**config.mk**
```make
export PLATFORM = sky130hd
export DESIGN_NAME = ahb_slave_mem
export DESIGN_NICKNAME = d
export VERILOG_FILES = /design/src/rtl/ahb_slave_mem.sv
export SDC_FILE = /design/constraint.sdc
export NUM_CORES = 1
export LEC_CHECK = 0
export CAP_MARGIN = 30
export CORE_UTILIZATION = 26
export CTS_CLUSTER_SIZE = 20
export DETAILED_ROUTE_END_ITERATION = 10
export DONT_BUFFER_PORTS = 1
export GPL_TIMING_DRIVEN = 0
export HOLD_SLACK_MARGIN = 0.05
export MAX_ROUTING_LAYER = met4
export SLEW_MARGIN = 20
export SYNTH_ARGS = -nofsm -noshare
export SYNTH_HDL_FRONTEND = slang
export SYNTH_SLANG_ARGS = --single-unit
export TNS_END_PERCENT = 20
```
**constraint.sdc**
```tcl
create_clock -name hclk -period 4.8 [get_ports hclk]
set_input_delay 1.2 -clock hclk [delete_from_list [all_inputs] [get_ports hclk]]
set_output_delay 1.2 -clock hclk [all_outputs]
set_load 0.01 [all_outputs]
```
**src/rtl/ahb_slave_mem.sv**
```systemverilog
// AHB-Lite responder backed by a DEPTH x 32-bit register memory, with byte/half/word
// access, programmable wait states and the two-cycle ERROR response for illegal accesses.
module ahb_slave_mem #(
    parameter int DEPTH       = 16,
    parameter int WAIT_STATES = 1
) (
    input  logic        hclk,
    input  logic        hresetn,
    input  logic        hsel,
    input  logic [31:0] haddr,
    input  logic        hwrite,
    input  logic [2:0]  hsize,
    input  logic [2:0]  hburst,
    input  logic [3:0]  hprot,
    input  logic [1:0]  htrans,
    input  logic        hmastlock,
    input  logic        hready,
    input  logic [31:0] hwdata,
    output logic        hreadyout,
    output logic        hresp,
    output logic [31:0] hrdata
);

    localparam int          IW        = (DEPTH > 1) ? $clog2(DEPTH) : 1;
    localparam logic [3:0]  WAIT_LAST = 4'(WAIT_STATES - 1);

    typedef enum logic [2:0] {
        S_IDLE,
        S_WAIT,
        S_DATA,
        S_ERR1,
        S_ERR2
    } state_t;

    state_t          r_state;
    logic [3:0]      r_wait_cnt;
    logic [IW-1:0]   r_index;
    logic [1:0]      r_lane;
    logic [1:0]      r_size;
    logic            r_write;
    logic            r_hreadyout;
    logic            r_hresp;
    logic [31:0]     r_mem [DEPTH];

    logic            w_accept;
    logic            w_take;
    logic            w_legal;
    logic            w_commit;
    logic [3:0]      w_be;
    state_t          w_accept_state;
    logic            w_unused;

    // Sideband qualifiers carry no meaning for a simple memory; every beat is a single.
    assign w_unused = ^{hburst, hprot, hmastlock};

    assign w_accept = hsel & hready & htrans[1];

    // A new address phase can only land while this slave is presenting hreadyout=1.
    assign w_take = w_accept & ((r_state == S_IDLE) | (r_state == S_DATA) |
                                (r_state == S_ERR2));

    // NOTE: every signal assigned in always_comb gets a default first, so no path can infer a latch.
    always_comb begin
        w_legal = 1'b1;
        case (hsize)
            3'd0:    w_legal = 1'b1;
            3'd1:    w_legal = ~haddr[0];
            3'd2:    w_legal = (haddr[1:0] == 2'b00);
            default: w_legal = 1'b0;
        endcase
        if (haddr[31:2] >= 30'(DEPTH)) begin
            w_legal = 1'b0;
        end
    end

    always_comb begin
        w_accept_state = S_DATA;
        if (!w_legal) begin
            w_accept_state = S_ERR1;
        end else if (WAIT_STATES > 0) begin
            w_accept_state = S_WAIT;
        end
    end

    // NOTE: sequential state is updated with non-blocking assignments only, so every
    // register in this block sees the pre-edge value of every other register.
    always_ff @(posedge hclk or negedge hresetn) begin
        if (!hresetn) begin
            r_state     <= S_IDLE;
            r_wait_cnt  <= '0;
            r_index     <= '0;
            r_lane      <= '0;
            r_size      <= '0;
            r_write     <= 1'b0;
            r_hreadyout <= 1'b1;
            r_hresp     <= 1'b0;
        end else begin
            case (r_state)
                S_WAIT: begin
                    if (r_wait_cnt == WAIT_LAST) begin
                        r_state     <= S_DATA;
                        r_hreadyout <= 1'b1;
                    end else begin
                        r_wait_cnt <= r_wait_cnt + 4'd1;
                    end
                end
                S_ERR1: begin
                    r_state     <= S_ERR2;
                    r_hreadyout <= 1'b1;
                    r_hresp     <= 1'b1;
                end
                default: begin
                    // IDLE, DATA and ERR2 all complete a data phase and may start the next.
                    if (w_take) begin
                        r_index     <= haddr[IW+1:2];
                        r_lane      <= haddr[1:0];
                        r_size      <= hsize[1:0];
                        r_write     <= hwrite;
                        r_wait_cnt  <= '0;
                        r_state     <= w_accept_state;
                        r_hreadyout <= (w_accept_state == S_DATA);
                        r_hresp     <= ~w_legal;
                    end else begin
                        r_state     <= S_IDLE;
                        r_hreadyout <= 1'b1;
                        r_hresp     <= 1'b0;
                    end
                end
            endcase
        end
    end

    always_comb begin
        w_be = 4'b0000;
        case (r_size)
            2'd0:    w_be[r_lane] = 1'b1;
            2'd1:    w_be = r_lane[1] ? 4'b1100 : 4'b0011;
            default: w_be = 4'b1111;
        endcase
    end

    // Only the DATA state commits, so ERROR beats and abandoned transfers never touch memory.
    assign w_commit = (r_state == S_DATA) & r_write;

    // NOTE: this memory is built from flops, so it can and does take the async reset;
    // an SRAM macro could not be cleared this way.
    always_ff @(posedge hclk or negedge hresetn) begin
        if (!hresetn) begin
            for (int i = 0; i < DEPTH; i++) begin
                r_mem[i] <= '0;
            end
        end else if (w_commit) begin
            for (int b = 0; b < 4; b++) begin
                if (w_be[b]) begin
                    r_mem[r_index][8*b +: 8] <= hwdata[8*b +: 8];
                end
            end
        end
    end

    assign hreadyout = r_hreadyout;
    assign hresp     = r_hresp;

    // Read data comes straight from memory in the read's own data phase, so a write
    // committed on the edge that opened this phase is already visible.
    assign hrdata = ((r_state == S_DATA) && !r_write) ? r_mem[r_index] : 32'h0;

endmodule
```
Word-level counts from Yosys, hierarchy flattened
Index checks and enable logic that the tools add are counted.
{"block": "classes", "n_addsub": 1, "order_cmp": 5, "eq_ne": 10, "muxes": 41, "bitwise": 11, "reduce_logical": 13}
{"op": "512-bit 2-to-1 mux", "n": 7}
{"op": "512-bit bitwise mux", "n": 4}
{"op": "32-bit demux with 4-bit select", "n": 4}
{"op": "32-bit binary-select mux with 4-bit select", "n": 1}
{"op": "32-bit 2-to-1 mux", "n": 4}
{"op": "30-bit by 5-bit >= comparator with 1-bit output (second input constant)", "n": 1}
{"op": "24-bit 2-to-1 mux", "n": 1}
{"op": "16-bit 2-to-1 mux", "n": 1}
{"op": "4-bit case mux with 2 select lines", "n": 2}
{"op": "3-bit by 2-bit equality test with 1-bit output (second input constant)", "n": 4}
{"op": "4-bit 2-to-1 mux", "n": 3}
{"op": "8-bit 2-to-1 mux", "n": 1}
{"op": "3-bit by 1-bit equality test with 1-bit output (second input constant)", "n": 2}
{"op": "3-bit zero test", "n": 2}
{"op": "3-bit 2-to-1 mux", "n": 2}
{"op": "3-bit case mux with 2 select lines", "n": 1}
{"op": "5-bit >= comparator (second input constant)", "n": 1}
{"op": "5-bit by 1-bit less-than comparator with 1-bit output (second input constant)", "n": 1}
{"op": "1-bit 2-to-1 mux", "n": 5}
{"op": "4-bit NOT with 5-bit output", "n": 1}
{"op": "4-bit by 1-bit adder with 4-bit output (second input constant)", "n": 1}
{"op": "1-bit bitwise AND", "n": 4}
{"op": "2-bit zero test", "n": 2}
{"op": "4-bit zero test", "n": 1}
{"op": "other kinds (17)", "n": 25}
{"block": "word_totals", "register_bits": 530, "inputBits": 82, "output_inout_bits": 34, "word_cells": 105}

Depth between registers and ports, before layout
Gate-level depths: netlist (run 1).
{"block": "logic_depth", "ltp_word": 16, "mapped_depth": 7, "ltp_nobuf": 6}

Worst setup path before layout (run 1)
No wires, ideal clock.
{"block": "synth_timing", "path_kind": "reg-to-output", "from": "register r_index[0]", "to": "output hrdata[18]", "t_arrival_ps": 1868, "required_time_ps": 3600, "slack_ps": 1732, "path_stages_with_launch": 6, "path_buffers": 2, "cell_sequence": "dfrtp_1 > buf_2 > buf_1 > mux4_2 > a22oi_1 > nand2_1"}
{"block": "synth_between", "elab_chain_len": 5}
{"element": "start, declared", "line": "37", "source": "logic [IW-1:0] r_index;"}
{"element": "start signal, assigned", "line": "115", "source": "r_index <= haddr[IW+1:2];"}
{"element": "4-bit NOT with 5-bit output (not written as such)", "line": "166", "source": "assign hrdata = ((r_state == S_DATA) && !r_write) ? r_mem[r_index] : 32'h0;"}
{"element": "32-bit binary-select mux with 4-bit select", "line": "166"}
{"element": "32-bit 2-to-1 mux (not written as such) (2 in series)", "line": "166"}
{"element": "32-bit 2-to-1 mux", "line": "166"}
{"element": "end, declared", "line": "21", "source": "output logic [31:0] hrdata"}
No other way between the ends. The select of a mux whose other input is x is not followed.

Worst setup path after layout (run 1)
{"block": "layout_timing", "from": "register r_index[2]", "to": "output hrdata[27]"}
The elaborated chain is that of the path after synthesis.

==> reports/results.ini, run 1 <==
[synth]
syn_nets = 1599
ys_dominant_reg_cell = dfrtp_1
synth_top_family_by_area = multiplexers
synth_warnings = 0
yosys.area_share.simple = 0.0412
synth_area_per_cell_sq_um = 15.9
synthMuxAreaShare = 0.364
synth-xor-area-share = 0.000728
yosysUniqueCellTypes = 42
synth_compound_area_frac = 0.0238
synth_edf_count = 0
synthArstFlopShare = 1.00
seq_area_frac_synth = 0.551
ys_ff_latch = 530
synth_fa_ha_area_frac = 0.00104
syn-cell-area_sq_mm = 0.0241
synthCells = 1515

[final_layout]
fin_nets = 1689
regArea_sq_mm = 0.0133
syn_to_final_growth_pct = 15.6
fin_area_sq_mm = 0.0278
multiInputGateArea_sq_mm = 0.0104
nFillCells = 8988
drive_gt1_frac = 0.514

[floorplanning]
die_w_um = 306
rows = 111
coreArea_sq_mm = 0.0917
die_h_um = 306
num_io_pins = 116
initial_core_util = 0.262
die_area_sq_mm = 0.0937

[power_and_ir_drop]
power_leakage_nw = 12.0
p_int_w = 0.0108
worst_ir_drop_vdd_uv = 332
powerDensity_mw_per_mm2 = 543
seq_power_share = 0.438
power_switching_w = 0.00434
p_sw_frac = 0.287
pwr-share-comb = 0.267
power_frac_clock = 0.296

[setup_path]
cp-end-kind = output pin
crit_slowest_cell = buf_1
cpMostUsedCell = clkbuf_1
crit_fanout = 10
worstPathArrival_ns = 3.50
worstSetupPathType = reg2out
start_kind = flop
cpPeakStageDelay_ns = 0.65
path_cells = clkbuf_1 -> buf_1 -> clkbuf_1 -> buf_8 -> mux4_2 -> a22oi_1 -> nand2_1
required_ns = 3.60

[run]
drv_cap = 0

[timing]
finClkSkew_ns = 0.0407
setup-tns-final_ns = 0
setup_viol = 0
min_period_ns = 4.70
max-slew-margin-rel = -0.0506
fmaxAchievable_mhz = 213
drv_slew = 79
finalHoldViolCount = 0
worst_pin_slew_ns = 1.58
period_share = 0.980
rsz0062_at_grt = false

[worst_hold_path]
min_path_type = in2async

[place]
gp_congestion = 0.815
dpl.hpwl_mm = 47.1
io_buffers = 0
dpl_cell_area_sq_mm = 0.0259

[status]
outcome = finished, violations left
violations = slew limit

[grt]
grt_max_degree = 531
antenna_found_initial = 5
track_usage = 0.154
grt_remaining_overflow = 0
grt_pass1_vias = 15400
grt_pass1_wl_mm = 104

[clocking]
cts_buffers = 58
h-tree-depth = 2
cts.path.max_buffers = 3
cts_tree = built
cts_hold_buf = 0
cts_root_buf = clkbuf_16
clock_latency_ns = 0.64
cts.sinks = 530
clk_pin_slew_ns = 0.06

[route]
drt-initial-drc-count = 1106
antenna_left = 0
avgRoutedWirePerCell_um = 24.5
drt_wl_total_mm = 69.6
num_vias = 14100
avgViaCountPerCell = 4.96
dr.pass1.iters = 5
drc = 0

==> cell families after synthesis <==
kind of cell	count (synthesis)
xor gates and xnor gates	2
DFF	530
AOI/OAI and AO/OA	78
buffers and inverters	106
and+or+nand+nor	148
muxes	649
adders and majority gates	2
==> worst paths after layout <==
path                       startpoint    endpoint  slack [ns]  depth (start not counted)
max                        r_index[2]  hrdata[27]         0.1                          7
min in group hclk          r_mem[285]  r_mem[285]        0.50                          1
max in group asynchronous     hresetn     r_write        3.25                          0
min                           hresetn  r_mem[503]        0.29                          0
max reg2reg                r_state[0]  r_mem[330]        1.83                          5
min reg2reg                r_mem[285]  r_mem[285]        0.50                          1
==> cell usage after synthesis, drive strengths merged (3+ instances only) <==
cell type	instances	area [sq um]
nand2	38	145
nor2	6	22.5
inv	3	11.3
buf	30	148
dfrtp	529	13200
nor4	7	43.8
mux4	128	2880
nand3	35	215
nor3	30	340
nor2b	3	18.8
and2	4	25.0
nor3b	3	22.5
o21ai	5	25.0
nand2b	6	37.5
mux2	521	5870
a22oi	64	480
and3	7	43.8
clkbuf	73	274
==> flip-flops by register name (all words and copies together), names as in the netlist <==
| register | flops |
|---|---|
| r_mem | 512 |
| r_index | 4 |
| r_size | 2 |
| hreadyout | 1 |
| r_wait_cnt | 4 |
| r_write | 1 |
| hresp | 1 |
| r_lane | 2 |
| r_state | 3 |
==> power by group through the flow <==
stage / Sequential, W / Clock, W / Combinational (W)
floorplan: 0.00640 / 0 / 0.00309
global placement: 0.00653 / 0 / 0.00384
detailed placement: 0.00667 / 0 / 0.00404
CTS: 0.00659 / 0.00456 / 0.00405
global route: 0.00677 / 0.00473 / 0.00430
finish: 0.00661 / 0.00446 / 0.00403
==> layout make-up <==
type,count,area share
clock inverters,20,0.00855
clock buffers,84,0.0597
flip-flops and latches,530,0.477
repair buffers,30,0.0124
multi-input cells,879,0.372
well taps,1186,0.0534
diodes,5,0.000450
plain buffers,103,0.0157
inverters,3,0.000405
==> stage by stage <==
step | std cells | setup slack [ns] | total power (W) | utilization | hold slack [ns]
after floorplan | 1515 | 1.73 | 0.00949 | - | 0.474
after global placement | 2701 | 0.439 | 0.0104 | 0.279 | 0.481
after detailed placement | 2728 | 0.508 | 0.0107 | 0.282 | 0.488
after CTS | 2832 | 0.0328 | 0.0152 | 0.303 | 0.287
after global routing | 2839 | 0.0444 | 0.0158 | 0.303 | 0.267
final | 2840 | 0.0982 | 0.0151 | 0.303 | 0.288
==> layout by cell type, fill, tap and decap left out, types with 4 or more instances in the layout <==
cell type,instances
buf_6,18
nand2_1,37
mux2_2,521
nor2_1,6
clkbuf_2,9
clkbuf_16,58
clkbuf_1,79
nand3_1,27
diode_2,5
a22oi_1,64
nor4_1,7
and3_1,7
buf_8,7
clkinv_2,10
nand2b_1,6
buf_2,26
nor3_4,8
bufinv_16,4
buf_4,7
o21ai_0,5
nor3_2,20
clkbuf_8,11
and2_1,4
dfrtp_1,529
nand3_2,8
mux4_2,128
==> per-layer routing <==
| layer | wire [um] | global-route usage | up-vias |
|---|---|---|---|
| met5 | 0 | - | - |
| met4 | 2370 | 0.0558 | 0 |
| met3 | 5280 | 0.0431 | 147 |
| met2 | 34000 | 0.248 | 431 |
| met1 | 28000 | 0.184 | 7601 |
| li1 | - | - | 5909 |
==> timing repair <==
item,in CTS,in global routing
buffers inserted,0,0
cloned,0,0
gates resized for setup,4,3
pin swaps,0,0
endpoints found under the setup margin,12,1
==> critical path: cells and delay by family, from the launching register on <==
kind	cells	cell delay, ns
flops	1	0.39
simple gates	1	0.19
buf+inv	4	1.70
compound gates	1	0.27
mux	1	0.32
Note: power is estimated with default switching activity, not from simulation.
==> inputs of run 2 (changes only) <==
- SLEW_MARGIN: 20 -> not set
==> reports/results.ini, run 2 (synthesis gave the netlist of run 1 again) <==
[status]
violations = slew limit
outcome = finished, violations left

[place]
io_buffers = 0  ; unchanged
dp.cells = 2735  ; +0.26%
gp_congestion = 0.815  ; unchanged
dpl.hpwl_mm = 47.7  ; +1.4%
place_ws_ns = 0.480  ; -0.0278 ns

[grt]
grt_pass1_wl_mm = 104  ; +0.53%
grt_util_met1 = 0.183  ; -0.00139
track_usage = 0.155  ; +0.000803
grt_max_degree = 531  ; unchanged
gr-usage-met3 = 0.0501  ; +0.00705
grt-busiest-layer = met2
antenna_found_initial = 3  ; -2
grt_remaining_overflow = 0  ; unchanged
globalRouteMet2Util = 0.250  ; +0.00116
grt_pass1_vias = 15500  ; +0.47%

[setup_path]
crit_start = r_write
path_delay_family = simple AND/OR/NAND/NOR gates
timing.rr.start = r_state[0]
worstSetupPathType = reg2out
worstPathArrival_ns = 3.45  ; -0.05 ns
path_cells = or4b_1 -> nor2_1 -> clkbuf_1 -> buf_6 -> a22oi_1 -> nand2_1
crit_fanout = 6  ; -4
r2r_end = r_mem[330]
cpPeakStageDelay_ns = 0.71  ; +0.06 ns
critPathCapture = hrdata[0]
crit_slowest_cell = or4b_1
required_ns = 3.60  ; about the same
ff2ff_path_depth = 5  ; unchanged
cp_num_buf_inv = 2  ; -2
start_kind = flop
cp-end-kind = output pin
critical_path_depth = 6  ; -1
rrSetupSlack_ns = 1.85  ; +0.02 ns

[clocking]
cts_hold_buf = 0  ; unchanged
h-tree-depth = 2  ; unchanged
cts_root_buf = clkbuf_16
clock_latency_ns = 0.63  ; about the same
cts_tree = built
cts.sinks = 530  ; unchanged
clk_pin_slew_ns = 0.06  ; about the same
cts_buffers = 57  ; -1.7%
cts.path.max_buffers = 3  ; unchanged

[floorplanning]
coreArea_sq_mm = 0.0917  ; unchanged
die_w_um = 306  ; unchanged
die_h_um = 306  ; unchanged
die_area_sq_mm = 0.0937  ; unchanged
initial_core_util = 0.262  ; unchanged
num_io_pins = 116  ; unchanged
rows = 111  ; unchanged

[timing]
worst_pin_slew_ns = 3.20  ; +1.63 ns
period_share = 0.970  ; -0.00980
setup_viol = 0  ; unchanged
fmaxAchievable_mhz = 215  ; +1.0%
rsz0062_at_grt = true
finClkSkew_ns = 0.0299  ; -0.0108 ns
min_period_ns = 4.65  ; -0.0471 ns
max-slew-margin-rel = -1.14  ; -1.09
drv_slew = 437  ; +450%
layout_setup_ws_ns = 0.145  ; +0.0471 ns
finalHoldViolCount = 0  ; unchanged
setup-tns-final_ns = 0  ; unchanged

[final_layout]
layout_common_cells = 529 x dfrtp_1, 521 x mux2_2, 128 x mux4_2
syn_to_final_growth_pct = 16.0
drive_gt1_frac = 0.509  ; -0.00423
final_cell_count_no_fill = 2836  ; -0.14%
nFillCells = 8935  ; -0.59%
final_common_cell = dfrtp_1
max_flop_register = r_mem
fin_nets = 1694  ; +0.30%
largest_reg_flops = 512  ; unchanged
reg_top3 = r_mem (512), r_index (4), r_wait_cnt (4)

[power_and_ir_drop]
powerDensity_mw_per_mm2 = 541  ; -0.40%
power_leakage_nw = 12.0  ; +0.17%
worst_ir_drop_vdd_uv = 322  ; -3.2%

[route]
num_vias = 14200  ; +0.85%
drt_wl_total_mm = 70.0  ; +0.49%
antenna_left = 0  ; unchanged
drt-initial-drc-count = 1051  ; -5.0%
avgViaCountPerCell = 5.01  ; +0.99%
dr.pass1.iters = 7  ; +2
drc = 0  ; unchanged
avgRoutedWirePerCell_um = 24.7  ; +0.63%

[run]
drv_cap = 0  ; unchanged

[worst_hold_path]
min_path_type = in2async

## run 2: cell types whose count changed in the layout (fill, tap and decap cells not counted), moves of 4 or more
cell / before / now
clkbuf_1: 79 / 83
buf_4: 7 / 2
clkinv_2: 10 / 5
buf_8: 7 / 16
## run 2: worst min-delay path by stage
| stage | slack [ns] | from | endpoint | cells after the start |
|---|---|---|---|---|
| floorplan | 0.47 | r_mem[168] | r_mem[168] | 1 |
| global placement | 0.48 | r_mem[32] | r_mem[32] | 1 |
| detailed placement | 0.49 | r_mem[352] | r_mem[352] | 1 |
| CTS | 0.27 | hresetn | r_mem[503] | 0 |
| global route | 0.28 | hresetn | r_mem[503] | 0 |
| finish | 0.31 | hresetn | r_mem[503] | 0 |
## run 2: final cells by class
class,instances,area [sq um],share of cell area
diodes,3,7.51,0.000269
plain buffers,103,430,0.0154
clock buffers,85,1670,0.0600
clock inverters,11,159,0.00570
inverters,3,11.3,0.000404
multi-input cells,879,10400,0.371
flip-flops and latches,530,13300,0.475
well taps,1186,1480,0.0532
repair buffers,36,514,0.0184
## run 2: timing repair
action,4_1_cts,5_1_grt
gates resized for setup,4,4
setup endpoints to repair,12,8
buffers inserted,0,0
## run 2: metrics by stage
stage	hold WS (ns)	utilization	power [W]	area, sq um
after global placement	0.481	0.279	0.0104	25500
final	0.308	0.304	0.0151	27900
after floorplan	0.474	-	0.00949	24100
after CTS	0.265	0.304	0.0152	27900
after detailed placement	0.487	0.284	0.0108	26000
after global routing	0.275	0.304	0.0158	27900
## run 2: report_power, final
group | internal [W] | switching, W
Sequential | 0.00590 | 0.000723
Combinational | 0.00233 | 0.00179
Clock | 0.00255 | 0.00180
## run 2: per-layer routing
metal  wire (um)  share of wire  vias to the layer above
met5           0              0                        -
met4        2300          0.033                        0
met3        5550          0.079                      141
met2       34200           0.49                      438
met1       27900           0.40                     7706
li1            -              -                     5923
==> inputs of run 3 (changes only) <==
- CTS_CLUSTER_SIZE: 20 -> not set
==> results of run 3 <==
Same layout as run 2: the final DEF is identical, and so are final timing and power.
